<file path="config.mk">
export PLATFORM = sky130hd
export DESIGN_NAME = wr_fram_pack
export DESIGN_NICKNAME = d
export VERILOG_FILES = /design/src/rtl/wr_fram_pack_pkg.sv /design/src/rtl/wr_fram_pack_credit.sv /design/src/rtl/wr_fram_pack.sv
export SDC_FILE = /design/constraint.sdc
export NUM_CORES = 1
export LEC_CHECK = 0
export ABC_AREA = 1
export CAP_MARGIN = 20
export CELL_PAD_IN_SITES_DETAIL_PLACEMENT = 0
export CELL_PAD_IN_SITES_GLOBAL_PLACEMENT = 1
export CORE_MARGIN = 2
export CORE_UTILIZATION = 31
export CTS_CLUSTER_DIAMETER = 30
export DETAILED_ROUTE_END_ITERATION = 8
export GPL_TIMING_DRIVEN = 0
export PLACE_DENSITY_LB_ADDON = 0.1
export SETUP_SLACK_MARGIN = 0.4
export SKIP_CTS_REPAIR_TIMING = 1
export SYNTH_ARGS = -nofsm -noshare
export SYNTH_HDL_FRONTEND = slang
export SYNTH_HIERARCHICAL = 1
export SYNTH_SLANG_ARGS = --single-unit
export TNS_END_PERCENT = 50
</file>
<file path="constraint.sdc">
create_clock -name wr_clk -period 4.95 [get_ports wr_clk]
set_input_delay 0.7425 -clock wr_clk [delete_from_list [all_inputs] [get_ports wr_clk]]
set_output_delay 0.7425 -clock wr_clk [all_outputs]
set_load 0.01 [all_outputs]
</file>
<file path="src/rtl/wr_fram_pack_pkg.sv">
// wr_fram_pack_pkg: FSM encoding and line geometry shared by the write and DDR-side buffer ports
package wr_fram_pack_pkg;
  typedef enum logic [1:0] {IDLE, WAIT_LINE, PACK, DROP} state_t;
  localparam int LINE_WORDS = 512;
  localparam int LINE_BITS = 4;
endpackage

</file>
<file path="src/rtl/wr_fram_pack_credit.sv">
// wr_fram_credit: saturating up/down line-credit counter with a zero flag
module wr_fram_credit #(
  parameter int MAX = 16
) (
  input  logic       wr_clk,
  input  logic       wr_rst,
  input  logic [1:0] inc,
  input  logic       dec,
  output logic       zero
);
  localparam int W = $clog2(MAX + 1);
  logic [W-1:0] cnt;
  logic [W+1:0] nxt;
  assign nxt = (W+2)'(cnt) + (W+2)'(inc) - (W+2)'(dec);
  assign zero = cnt == '0;
  always_ff @(posedge wr_clk or posedge wr_rst)
    if (wr_rst) cnt <= W'(MAX);
    else cnt <= nxt > (W+2)'(MAX) ? W'(MAX) : nxt[W-1:0];
endmodule

</file>
<file path="src/rtl/wr_fram_pack.sv">
// wr_fram_pack: packs 16-bit pixels into 32-bit words and writes whole lines into a circular
// 16-line buffer, dropping lines when the reader holds no free line credit
module wr_fram_pack
  import wr_fram_pack_pkg::*;
#(
  parameter int PIX_WIDTH     = 16,
  parameter int WR_DATA_WIDTH = 2 * PIX_WIDTH,
  parameter int WR_ADDR_WIDTH = 13,
  parameter int H_PIX         = 2 * LINE_WORDS,
  parameter int NUM_LINES     = 2 ** LINE_BITS
) (
  input  logic                         wr_clk,
  input  logic                         wr_rst,
  input  logic                         vs_in,
  input  logic                         de_in,
  input  logic [PIX_WIDTH-1:0]         pix_in,
  input  logic                         line_free,
  output logic [WR_DATA_WIDTH-1:0]     wr_data,
  output logic [WR_ADDR_WIDTH-1:0]     wr_addr,
  output logic                         wr_en,
  output logic                         line_done,
  output logic [$clog2(NUM_LINES)-1:0] line_idx,
  output logic                         frame_start,
  output logic                         ovf,
  output logic                         len_err
);
  localparam int LB = $clog2(NUM_LINES);
  localparam int WB = WR_ADDR_WIDTH - LB;
  localparam logic [WB:0] LW = (WB+1)'(H_PIX / 2);
  state_t state, state_n;
  logic vs_d, de_d, vs_rise, de_rise, de_fall;
  logic start, abort, finish, cr_zero, odd, done_pend;
  logic [LB-1:0] line_ptr;
  logic [WB:0] word_cnt;
  logic [PIX_WIDTH-1:0] lo;
  assign vs_rise = vs_in & ~vs_d;
  assign de_rise = de_in & ~de_d;
  assign de_fall = ~de_in & de_d;
  assign start = state == WAIT_LINE && de_rise && !vs_rise && !cr_zero;
  assign abort = state == PACK && vs_rise;
  assign finish = state == PACK && de_fall && !vs_rise;
  wr_fram_credit #(.MAX(NUM_LINES)) u_credit (
    .wr_clk(wr_clk),
    .wr_rst(wr_rst),
    .inc({line_free & abort, line_free ^ abort}),
    .dec(start),
    .zero(cr_zero)
  );
  always_ff @(posedge wr_clk or posedge wr_rst)
    if (wr_rst) state <= IDLE;
    else state <= state_n;
  always_comb begin
    state_n = vs_rise ? WAIT_LINE
            : (state == WAIT_LINE && de_rise) ? (cr_zero ? DROP : PACK)
            : ((state == PACK || state == DROP) && de_fall) ? WAIT_LINE
            : state;
  end
  always_ff @(posedge wr_clk or posedge wr_rst)
    if (wr_rst) begin
      vs_d <= 1'b0;
      de_d <= 1'b0;
      wr_data <= '0;
      wr_addr <= '0;
      wr_en <= 1'b0;
      line_done <= 1'b0;
      line_idx <= '0;
      frame_start <= 1'b0;
      ovf <= 1'b0;
      len_err <= 1'b0;
      line_ptr <= '0;
      word_cnt <= '0;
      lo <= '0;
      odd <= 1'b0;
      done_pend <= 1'b0;
    end else begin
      vs_d <= vs_in;
      de_d <= de_in;
      wr_en <= 1'b0;
      line_done <= 1'b0;
      done_pend <= 1'b0;
      frame_start <= vs_rise;
      if (vs_rise) begin
        ovf <= 1'b0;
        len_err <= 1'b0;
      end
      if (state == WAIT_LINE && de_rise && !vs_rise && cr_zero) ovf <= 1'b1;
      if (start) begin
        lo <= pix_in;
        odd <= 1'b1;
        word_cnt <= '0;
      end else if (state == PACK && de_in && !vs_rise) begin
        if (word_cnt == LW) len_err <= 1'b1;
        else if (!odd) begin
          lo <= pix_in;
          odd <= 1'b1;
        end else begin
          wr_data <= {pix_in, lo};
          wr_addr <= {line_ptr, word_cnt[WB-1:0]};
          wr_en <= 1'b1;
          word_cnt <= word_cnt + 1'b1;
          odd <= 1'b0;
        end
      end
      // a trailing half-word is padded and delays line_done by one cycle
      if (finish) begin
        if (word_cnt != LW) len_err <= 1'b1;
        if (odd) begin
          wr_data <= {{PIX_WIDTH{1'b0}}, lo};
          wr_addr <= {line_ptr, word_cnt[WB-1:0]};
          wr_en <= 1'b1;
          done_pend <= 1'b1;
        end else begin
          line_done <= 1'b1;
          line_idx <= line_ptr;
        end
        line_ptr <= line_ptr + 1'b1;
      end
      if (done_pend) begin
        line_done <= 1'b1;
        line_idx <= line_ptr - 1'b1;
      end
    end
endmodule

</file>
# After elaboration in Yosys (flattened, before gate mapping)
# Index checks and enable logic that the tools add are counted.
# word_totals
reg_bits,95
# classes
n_eq_ne,8
n_lt_le_gt_ge,1
mux,49
n_bitwise,8
reduce_logical,23
add_sub_neg,5
# ops
operator,n
$mux W32,6
$mux W13,6
$mux W16,4
$mux W10,4
$mux W1,22
$mux W4,3
$add A10 B1 Y10 const B,1
$eq A10 B10 Y1 const B,1
$logic_and A1 B1 Y1,10
$ne A10 B10 Y1 const B,1
$reduce_bool A2 Y1,4
$gt A7 B5 Y1 const B,1
$sub A7 B1 Y7,1
$add A5 B2 Y6,1
$mux W2,3
$ne A2 B1 Y1 const B,3
$reduce_and A3 Y1,2
$logic_not A5 Y1,1
$mux W5,1
$add A4 B1 Y4 const B,1
$and A1 B1 Y1,4
$eq A2 B2 Y1 const B,2
$reduce_and A2 Y1,2
$sub A4 B1 Y4 const B,1
other kinds (6),9

# Longest topological paths before layout
# Gate-level depths: netlist (run 1).
# depth
depth_word,8
mapped_depth,20
ltp_nobuf,19

# Modules after synthesis
# Netlist (run 1), hierarchy kept.
# modules_own_cells
mod,instances,cells_each,seq_area_each_um2,area_per_inst_um2
wr_fram_pack,1,496,2252.2,4129.0
wr_fram_credit,1,74,126.4,539.3

# Worst setup path after synthesis (run 1)
# No wires, ideal clock.
# synth_timing
path_type,in2reg
startpoint,input port vs_in
endpoint,register u_credit.cnt[1]
setup_time_ns,0.116
t_arrival_ns,2.679
setup_slack_ns,2.154
path_stages,14
path_buffers,1
path_cell_list,nand2_2 nand4_2 buf_2 inv_1 ha_1 inv_1 ha_1 fa_1 nand3_1 nand2_1 xor2_1 nand2_1 nand2_1 nor2_1
# synth_via
elab_chain_cells,7
word_cells_on_any_way,11
# synth_rtl
element,line_no,source
from (decl),wr_fram_pack.sv:14,"input logic vs_in,"
$and A1 B1 Y1 *,wr_fram_pack.sv:36,assign vs_rise = vs_in & ~vs_d;
$logic_not A1 Y1 *,wr_fram_pack.sv:39,assign start = state == WAIT_LINE && de_rise && !vs_rise && !cr_zero;
$logic_and A1 B1 Y1 * (2 in a row),wr_fram_pack.sv:39,
named net start,wr_fram_pack.sv:32,"logic start, abort, finish, cr_zero, odd, done_pend;"
$sub A7 B1 Y7 *,wr_fram_pack_credit.sv:14,assign nxt = (W+2)'(cnt) + (W+2)'(inc) - (W+2)'(dec);
$gt A7 B5 Y1,wr_fram_pack_credit.sv:18,else cnt <= nxt > (W+2)'(MAX) ? W'(MAX) : nxt[W-1:0];
$mux W5 *,wr_fram_pack_credit.sv:18,
to (signal assigned),wr_fram_pack_credit.sv:17,if (wr_rst) cnt <= W'(MAX);
to (signal assigned),wr_fram_pack_credit.sv:18,
to (decl),wr_fram_pack_credit.sv:12,logic [W-1:0] cnt;
# Mark *: on every way through the listed nets, which the timed path passes. The rest lies on a longest branch.
# A chain may end at the register's enable or synchronous reset.

# Worst setup path in the final report (run 1)
# layout_timing
startpoint,input port vs_in
endpoint,register u_credit.cnt[3]
# The elaborated chain is that of the path after synthesis.

==> impl_metrics.env, run 1 <==
export IMPL_status="completed"
export IMPL_gp_congestion=0.773
export IMPL_cp_max_fo=10
export IMPL_netSwitchingFraction=0.345
export IMPL_synth_warnings=6
export IMPL_p_clk_frac=0.244
export IMPL_cts_sinks=95
export IMPL_synthMuxAreaShare=0
export IMPL_final_cells=845
export IMPL_skew_ns=0.00581
export IMPL_placedCellCount=829
export IMPL_cts_tree="built"
export IMPL_reg2reg_to="u_credit/cnt[3]$_DFF_PP0_"
export IMPL_synth_avg_cell_area_um2=8.19
export IMPL_dr_first_iter_drc_count=179
export IMPL_ir_worst_vdd_uv=207
export IMPL_grt_first_pass_wirelength_um=19800
export IMPL_p_int_mw=2.19
export IMPL_synthSimpleGateAreaFrac=0.319
export IMPL_maxSlewViolCount=0
export IMPL_worst_hold_slack_ns=0.458
export IMPL_grt_use_total=0.156
export IMPL_drc=0
export IMPL_period_minus_slack_ns=3.37
export IMPL_rsz0062_at_grt="false"
export IMPL_synth_compound_area_frac=0.0196
export IMPL_root_buffer="clkbuf_16"
export IMPL_design_area_mm2=0.00602
export IMPL_die_area_mm2=0.0161
export IMPL_startpoint_type="input port"
export IMPL_syn2layout_area_growth_pct=28.9
export IMPL_synth_fa_ha_area_frac=0.0445
export IMPL_clkLatencyLatePin_ns=0.35
export IMPL_synth_area_mm2=0.00467
export IMPL_reg2reg_depth=18
export IMPL_seq_area_frac_synth=0.510
export IMPL_p_switching_mw=1.15
export IMPL_num_antenna_cells=0
export IMPL_p_leak_nw=3.15
export IMPL_port_buffers=74
export IMPL_slew_headroom=0.663
export IMPL_io_pin_count=75
export IMPL_num_rows=44
export IMPL_hold_end="frame_start$_DFF_PP0_"
export IMPL_synth_top_family_by_area="simple AND/OR/NAND/NOR gates"
export IMPL_antenna_found_initial=0
export IMPL_total_power_mw=3.34
export IMPL_cp_required_ns=5.18
export IMPL_power_frac_seq=0.369
export IMPL_placed_cell_area_mm2=0.00567
export IMPL_htreeDepth=3
export IMPL_dpl_worst_slack_ns=1.18
export IMPL_core_mm2=0.0146
export IMPL_hold_violations=0
export IMPL_synth_cell_types=31
export IMPL_path_class="in -> reg"
export IMPL_fin_tns_setup_ns=0
export IMPL_nets=693
export IMPL_syn_inst=570
export IMPL_clk_pin_slew_worst_paths_ns=0.06
export IMPL_wl_per_cell_um=13.9
export IMPL_max_freq_mhz=296
export IMPL_grt_max_degree=55
export IMPL_power_density_mw_per_mm2=555
export IMPL_gr_total_overflow=0
export IMPL_die_h_um=127
export IMPL_setup_viol=0
export IMPL_maxCapViolCount=0
export IMPL_final_core_util=0.411
export IMPL_combinationalPowerShare=0.386
export IMPL_drive_gt1_frac=0.0983
export IMPL_fp_dieW_um=127
export IMPL_ys_seq_elements=95
export IMPL_ant_nets=0
export IMPL_min_from="vs_d$_DFF_PP0_"
export IMPL_fin_crit_sh=0.682
export IMPL_syn_num_nets=607
export IMPL_wl_um=11700
export IMPL_cp_arrival_ns=3.61
export IMPL_num_vias=3799
export IMPL_clk_path_buf_depth=2
export IMPL_drt_first_pass_iters=5
export IMPL_worstMarginPinSlew_ns=0.506
export IMPL_grt_pass1_vias=3834
export IMPL_cts_buffers=9
export IMPL_vias_per_cell=4.50
export IMPL_end_kind="register"
export IMPL_worstHoldPathType="reg -> reg"
export IMPL_rrSetupSlack_ns=1.80
export IMPL_dp_hpwl_um=8760
export IMPL_setup_slack_ns=1.58
export IMPL_start_util=0.319
export IMPL_r2r_start="u_credit/cnt[3]$_DFF_PP0_"
export IMPL_synth_xor_area_share=0.0225
export IMPL_holdPathStages=1
==> kinds of logic (layout without fill, tap and decap cells) <==
group,after synthesis,count (layout)
AOI/OAI and AO/OA,15,15
xor gates and xnor gates,12,12
adders and majority gates,16,16
buffers and inverters,89,180
DFF,95,95
and+or+nand+nor,343,343
==> flip-flops by register name, indices dropped and copies added (netlist names) <==
| signal | count |
|---|---|
| done_pend | 1 |
| line_done | 1 |
| line_idx | 4 |
| lo | 16 |
| vs_d | 1 |
| len_err | 1 |
| odd | 1 |
| line_ptr | 4 |
| frame_start | 1 |
| wr_data | 32 |
| state | 2 |
| ovf | 1 |
| wr_en | 1 |
| de_d | 1 |
| u_credit/cnt | 5 |
| word_cnt | 10 |
| wr_addr | 13 |
==> critical path, stage by stage <==
cell and delay (ns):
clkdlybuf4s50_1 0.53, nand2_2 0.16, nand4_2 0.26, buf_2 0.28
inv_1 0.09, ha_1 0.28, inv_1 0.04, ha_1 0.22
fa_1 0.41, nand3_1 0.10, nand2_1 0.08, xor2_1 0.18
nand2_1 0.07, nand2_1 0.11, nor2_1 0.06
==> layout by cell type, fill, tap and decap left out, drive strengths merged <==
master,count
ha,15
clkbuf,13
a21oi,2
a21boi,1
o211ai,1
and2,1
clkinv,1
dfrtp,94
inv,65
nor2,62
xor2,12
clkinvlp,2
nand4,6
clkdlybuf4s50,74
bufinv,3
nor3,3
buf,22
or2,1
nand3,83
fa,1
nand2,187
o21ai,11
dfstp,1
==> cell type report <==
class / count / area (um2)
plain buffers: 23 / 148
clock buffers: 11 / 243
clock inverters: 5 / 105
fillers: 1501 / 8630
inverters: 66 / 250
multi-input cells: 386 / 1890
flip-flops and latches: 95 / 2380
well taps: 184 / 230
repair buffers: 75 / 768
==> synth_stat cells <==
| library cell | count | share of area |
|---|---|---|
| nand2_1 | 181 | 0.15 |
| dfrtp_1 | 94 | 0.50 |
| nand3_1 | 80 | 0.086 |
| inv_1 | 58 | 0.047 |
| nor2_1 | 56 | 0.045 |
| ha_1 | 15 | 0.040 |
| xor2_1 | 12 | 0.023 |
| buf_2 | 10 | 0.011 |
| buf_4 | 9 | 0.014 |
| inv_2 | 7 | 0.0056 |
| o21ai_0 | 7 | 0.0075 |
| nand2_2 | 6 | 0.0080 |
| nand4_1 | 5 | 0.0067 |
| nor2_2 | 4 | 0.0054 |
| o21ai_1 | 4 | 0.0043 |
| nand3_2 | 3 | 0.0064 |
| buf_6 | 2 | 0.0048 |
| clkbuf_1 | 2 | 0.0016 |
| nor2_4 | 2 | 0.0048 |
| nor3_1 | 2 | 0.0021 |
| a21boi_1 | 1 | 0.0016 |
| a21oi_1 | 1 | 0.0011 |
| a21oi_4 | 1 | 0.0035 |
| and2_1 | 1 | 0.0013 |
| clkinv_1 | 1 | 0.00080 |
| dfstp_2 | 1 | 0.0056 |
| fa_1 | 1 | 0.0043 |
| nand4_2 | 1 | 0.0027 |
| nor3_4 | 1 | 0.0035 |
| o211ai_1 | 1 | 0.0016 |
| or2_4 | 1 | 0.0019 |
==> per-layer routing <==
metal  vias up  wire length (um)  GRT usage
li1       1943                 -          -
met1      1786              5780      0.219
met2        62              5410      0.243
met3         8               377     0.0295
met4         0               169     0.0562
met5         -                 0          0
==> how the worst max path moves through the flow <==
stage / from / to / slack, ns / cells after the start
after floorplan: wr_rst / de_d$_DFF_PP0_ / 1.87 / 1
after global placement: wr_rst / wr_data[20]$_DFF_PP0_ / 0.27 / 2
after detailed placement: vs_in / u_credit/cnt[3]$_DFF_PP0_ / 1.18 / 15
after CTS: vs_in / u_credit/cnt[3]$_DFF_PP0_ / 1.54 / 15
after global routing: vs_in / u_credit/cnt[3]$_DFF_PP0_ / 1.35 / 15
final: vs_in / u_credit/cnt[3]$_DFF_PP0_ / 1.58 / 15
==> power groups by stage <==
stage	Combinational (mW)	Clock (mW)	Sequential, mW
finish	1.29	0.815	1.23
global route	1.47	0.867	1.27
CTS	1.31	0.840	1.24
detailed placement	1.31	0	1.25
global placement	1.29	0	1.25
floorplan	0.719	0	1.29
Power figures use the tool's default switching activity.
==> run 2: changes to the inputs <==
==> constraint.sdc (replaced) <==
create_clock -name wr_clk -period 2.7 [get_ports wr_clk]
set_input_delay 0.405 -clock wr_clk [delete_from_list [all_inputs] [get_ports wr_clk]]
set_output_delay 0.405 -clock wr_clk [all_outputs]
set_load 0.01 [all_outputs]
==> impl_metrics.env, run 2 (synthesis gave the netlist of run 1 again) <==
export IMPL_status="completed"
export IMPL_gp_congestion=0.801
export IMPL_cts_tree="built"
export IMPL_cp_max_fo=3
export IMPL_wl_per_cell_um=14.1
export IMPL_maxCapViolCount=0
export IMPL_grt_use_total=0.156
export IMPL_p_int_mw=3.86
export IMPL_skew_ns=0.00840
export IMPL_num_antenna_cells=0
export IMPL_final_core_util=0.418
export IMPL_rsz0062_at_grt="true"
export IMPL_grt_pass1_vias=3988
export IMPL_clkLatencyLatePin_ns=0.35
export IMPL_drc=0
export IMPL_htreeDepth=3
export IMPL_fillers=1529
export IMPL_startpoint_type="register"
export IMPL_root_buffer="clkbuf_16"
export IMPL_drive_gt1_frac=0.139
export IMPL_die_area_mm2=0.0161
export IMPL_end_kind="register"
export IMPL_clk_pin_slew_worst_paths_ns=0.07
export IMPL_maxSlewViolCount=0
export IMPL_fin_crit_sh=0.964
export IMPL_io_pin_count=75
export IMPL_cts_sinks=95
export IMPL_port_buffers=74
export IMPL_p_clk_frac=0.205
export IMPL_num_rows=44
export IMPL_gr_total_overflow=0
export IMPL_cts_buffers=9
export IMPL_slew_headroom=0.612
export IMPL_power_density_mw_per_mm2=994
export IMPL_grt_max_degree=40
export IMPL_period_minus_slack_ns=2.60
export IMPL_largest_register="wr_data"
export IMPL_final_common_cell="nand2_1"
export IMPL_largestRegisters="wr_data (32), lo (16), wr_addr (13)"
export IMPL_cp_arrival_ns=2.88
export IMPL_fin_tns_setup_ns=0
export IMPL_fp_dieW_um=127
export IMPL_p_leak_nw=3.19
export IMPL_start_util=0.319
export IMPL_max_freq_mhz=384
export IMPL_antenna_found_initial=0
export IMPL_vias_per_cell=4.52
export IMPL_ir_worst_vdd_uv=422
export IMPL_combinationalPowerShare=0.423
export IMPL_design_area_mm2=0.00612
export IMPL_placedCellCount=830
export IMPL_worstMarginPinSlew_ns=0.581
export IMPL_dp_hpwl_um=8940
export IMPL_placed_cell_area_mm2=0.00568
export IMPL_worstHoldPathType="in -> reg"
export IMPL_dr_first_iter_drc_count=159
export IMPL_num_vias=3850
export IMPL_multi_input_area_mm2=0.00199
export IMPL_largest_reg_flops=32
export IMPL_nets=700
export IMPL_cp_required_ns=2.98
export IMPL_syn2layout_area_growth_pct=31.2
export IMPL_area_sequential_mm2=0.00238
export IMPL_path_class="reg -> reg"
export IMPL_p_switching_mw=2.22
export IMPL_drt_first_pass_iters=4
export IMPL_grt_first_pass_wirelength_um=19800
export IMPL_hold_violations=0
export IMPL_total_power_mw=6.09
export IMPL_wl_um=12000
export IMPL_final_cell_mix="178 x nand2_1, 94 x dfrtp_1, 78 x nand3_1"
export IMPL_setup_viol=0
export IMPL_ant_nets=0
export IMPL_clk_path_buf_depth=2
export IMPL_core_mm2=0.0146
export IMPL_power_frac_seq=0.372
export IMPL_die_h_um=127
export IMPL_final_cells=852
export IMPL_netSwitchingFraction=0.365
==> run 2: routing by layer <==
layer	track usage	vias to the layer above	routed length, um
li1	-	1955	-
met1	0.208	1819	5690
met2	0.257	65	5640
met3	0.0401	11	526
met4	0.0388	0	127
met5	0	-	0
==> run 2: worst paths after layout <==
| check | from | cells after the start | to | slack (ns) |
|---|---|---|---|---|
| hold / removal | de_in | 1 | de_d$_DFF_PP0_ | 0.31 |
| hold reg to reg | vs_d$_DFF_PP0_ | 1 | frame_start$_DFF_PP0_ | 0.46 |
| setup reg to reg | u_credit/cnt[3]$_DFF_PP0_ | 18 | u_credit/cnt[3]$_DFF_PP0_ | 0.1 |
| setup / recovery | u_credit/cnt[3]$_DFF_PP0_ | 18 | u_credit/cnt[3]$_DFF_PP0_ | 0.1 |
| max in group asynchronous | wr_rst | 4 | line_done$_DFF_PP0_ | 1.42 |
| min in group asynchronous | wr_rst | 2 | u_credit/cnt[3]$_DFF_PP0_ | 0.34 |
==> run 2: cell type report <==
cell class	count	area share
flip-flops and latches	95	0.388
multi-input cells	386	0.324
repair buffers	82	0.135
inverters	66	0.0415
clock buffers	11	0.0413
well taps	184	0.0376
plain buffers	23	0.0251
clock inverters	5	0.00654
==> run 2: critical path: stages (launching register included) <==
cell	delay, ns
dfrtp_1	0.39
inv_2	0.11
ha_4	0.14
nand3_2	0.07
nor2_2	0.11
inv_2	0.06
nand4_4	0.06
buf_6	0.11
inv_4	0.03
ha_4	0.25
inv_2	0.04
ha_4	0.16
fa_2	0.39
xor2_2	0.17
nor2_2	0.11
nand3_1	0.08
nand2_1	0.07
nand2_2	0.07
nor2_2	0.12
==> run 2: through the flow <==
stage	hold WS (ns)	setup WS, ns
global placement	0.448	-0.732
floorplan	0.183	-0.0333
detailed placement	0.448	-0.756
finish	0.311	0.0972
global route	0.293	-0.0562
CTS	0.335	-0.520
==> run 2: power groups by stage <==
stage                     clock network [mW]  logic [mW]  registers [mW]
after detailed placement                   0        2.41            2.30
after global placement                     0        2.37            2.29
after floorplan                            0        1.32            2.36
after CTS                               1.30        2.42            2.27
after global routing                    1.37        2.90            2.34
final                                   1.25        2.57            2.26
==> run 3: changes to the inputs <==
--- a/config.mk
+++ b/config.mk
@@ -17,6 +17,7 @@
 export PLACE_DENSITY_LB_ADDON = 0.1
 export SETUP_SLACK_MARGIN = 0.4
 export SKIP_CTS_REPAIR_TIMING = 1
+export SLEW_MARGIN = 20
 export SYNTH_ARGS = -nofsm -noshare
 export SYNTH_HDL_FRONTEND = slang
 export SYNTH_HIERARCHICAL = 1
==> constraint.sdc (replaced) <==
create_clock -name wr_clk -period 3.1 [get_ports wr_clk]
set_input_delay 0.465 -clock wr_clk [delete_from_list [all_inputs] [get_ports wr_clk]]
set_output_delay 0.465 -clock wr_clk [all_outputs]
set_load 0.01 [all_outputs]
==> impl_metrics.env, run 3 (synthesis gave the netlist of run 1 again) <==
export IMPL_status="completed"
export IMPL_gp_congestion=0.801
export IMPL_gr_total_overflow=0
export IMPL_num_rows=44
export IMPL_end_kind="register"
export IMPL_placed_cell_area_mm2=0.00570
export IMPL_drt_first_pass_iters=4
export IMPL_worstMarginPinSlew_ns=0.542
export IMPL_start_util=0.319
export IMPL_antenna_found_initial=0
export IMPL_placedCellCount=831
export IMPL_period_minus_slack_ns=2.61
export IMPL_grt_first_pass_wirelength_um=19900
export IMPL_fin_crit_sh=0.843
export IMPL_die_area_mm2=0.0161
export IMPL_htreeDepth=3
export IMPL_power_density_mw_per_mm2=870
export IMPL_p_int_mw=3.41
export IMPL_p_leak_nw=3.21
export IMPL_hold_violations=0
export IMPL_cp_max_fo=3
export IMPL_skew_ns=0.0126
export IMPL_port_buffers=74
export IMPL_maxSlewViolCount=0
export IMPL_combinationalPowerShare=0.421
export IMPL_p_switching_mw=1.95
export IMPL_p_clk_frac=0.210
export IMPL_clkLatencyLatePin_ns=0.35
export IMPL_core_mm2=0.0146
export IMPL_cts_buffers=9
export IMPL_cp_arrival_ns=2.85
export IMPL_num_vias=3834
export IMPL_maxCapViolCount=0
export IMPL_grt_use_total=0.156
export IMPL_final_cell_mix="179 x nand2_1, 94 x dfrtp_1, 78 x nand3_1"
export IMPL_num_antenna_cells=0
export IMPL_largest_register="wr_data"
export IMPL_root_buffer="clkbuf_16"
export IMPL_drc=0
export IMPL_grt_max_degree=32
export IMPL_largestRegisters="wr_data (32), lo (16), wr_addr (13)"
export IMPL_clk_pin_slew_worst_paths_ns=0.07
export IMPL_die_h_um=127
export IMPL_power_frac_seq=0.369
export IMPL_max_freq_mhz=382
export IMPL_clk_path_buf_depth=2
export IMPL_ir_worst_vdd_uv=386
export IMPL_dr_first_iter_drc_count=200
export IMPL_worstHoldPathType="in -> reg"
export IMPL_fp_dieW_um=127
export IMPL_cts_tree="built"
export IMPL_path_class="reg -> reg"
export IMPL_slew_headroom=0.639
export IMPL_final_common_cell="nand2_1"
export IMPL_syn2layout_area_growth_pct=31.8
export IMPL_cp_required_ns=3.33
export IMPL_grt_pass1_vias=3885
export IMPL_cts_sinks=95
export IMPL_wl_per_cell_um=14.1
export IMPL_netSwitchingFraction=0.363
export IMPL_nets=702
export IMPL_vias_per_cell=4.49
export IMPL_largest_reg_flops=32
export IMPL_drive_gt1_frac=0.139
export IMPL_design_area_mm2=0.00615
export IMPL_setup_viol=0
export IMPL_ant_nets=0
export IMPL_rsz0062_at_grt="true"
export IMPL_final_cells=853
export IMPL_io_pin_count=75
export IMPL_wl_um=12000
export IMPL_startpoint_type="register"
export IMPL_dp_hpwl_um=8920
==> run 3: routing by layer <==
metal  up-vias  GRT usage  share of wire
li1       1955          -              -
met1      1802      0.215           0.48
met5         -          0              0
met3         9     0.0409          0.036
met2        68      0.249           0.48
met4         0     0.0356         0.0083
==> run 3: final timing paths <==
check / start / to / slack [ns] / cells past startpoint
max: u_credit/cnt[3]$_DFF_PP0_ / u_credit/cnt[3]$_DFF_PP0_ / 0.49 / 18
min: vs_in / vs_d$_DFF_PP0_ / 0.35 / 1
max reg2reg: u_credit/cnt[3]$_DFF_PP0_ / u_credit/cnt[3]$_DFF_PP0_ / 0.49 / 18
min reg2reg: vs_d$_DFF_PP0_ / frame_start$_DFF_PP0_ / 0.46 / 1
max in group asynchronous: wr_rst / wr_data[20]$_DFF_PP0_ / 2.00 / 4
min in group asynchronous: wr_rst / u_credit/cnt[2]$_DFF_PP0_ / 0.41 / 2
==> run 3: area by class of cell <==
cell class	instances	area (um2)
Buffer	23	154
Clock buffer	9	225
Clock inverter	6	68.8
Fill cell	1521	8490
Inverter	66	251
Multi-Input combinational cell	386	1980
Sequential cell	95	2380
Tap cell	184	230
Timing Repair Buffer	84	858
==> run 3: worst max-delay path, stage by stage, from the launching register on <==
cell and delay, ns:
dfrtp_1 0.39, inv_2 0.10, ha_4 0.14, nand3_2 0.07, nor2_2 0.12, inv_2 0.06
nand4_4 0.07, buf_6 0.10, inv_2 0.04, ha_4 0.25, inv_2 0.03, ha_4 0.15
fa_2 0.39, nand3_2 0.10, nand2_2 0.08, xor2_1 0.19, nand2_1 0.09, nand2_2 0.09
nor2_2 0.05
==> run 3: power by group through the flow <==
stage	registers [mW]	clock network (mW)	logic (mW)
after floorplan	2.05	0	1.15
after global placement	1.99	0	2.06
after detailed placement	2.00	0	2.10
after CTS	1.98	1.16	2.11
after global routing	2.04	1.21	2.54
final	1.97	1.12	2.26
==> run 3: through the flow <==
stage	hold slack (ns)	power (mW)	setup slack (ns)	util	TNS (ns)
2_1_floorplan	0.243	3.20	0.367	-	0
3_3_place_gp	0.448	4.06	-0.392	0.385	-1.74
3_5_place_dp	0.448	4.10	-0.410	0.389	-1.78
4_1_cts	0.399	5.24	-0.120	0.410	-0.320
5_1_grt	0.346	5.80	0.335	0.420	0
6_report	0.355	5.35	0.485	0.420	0
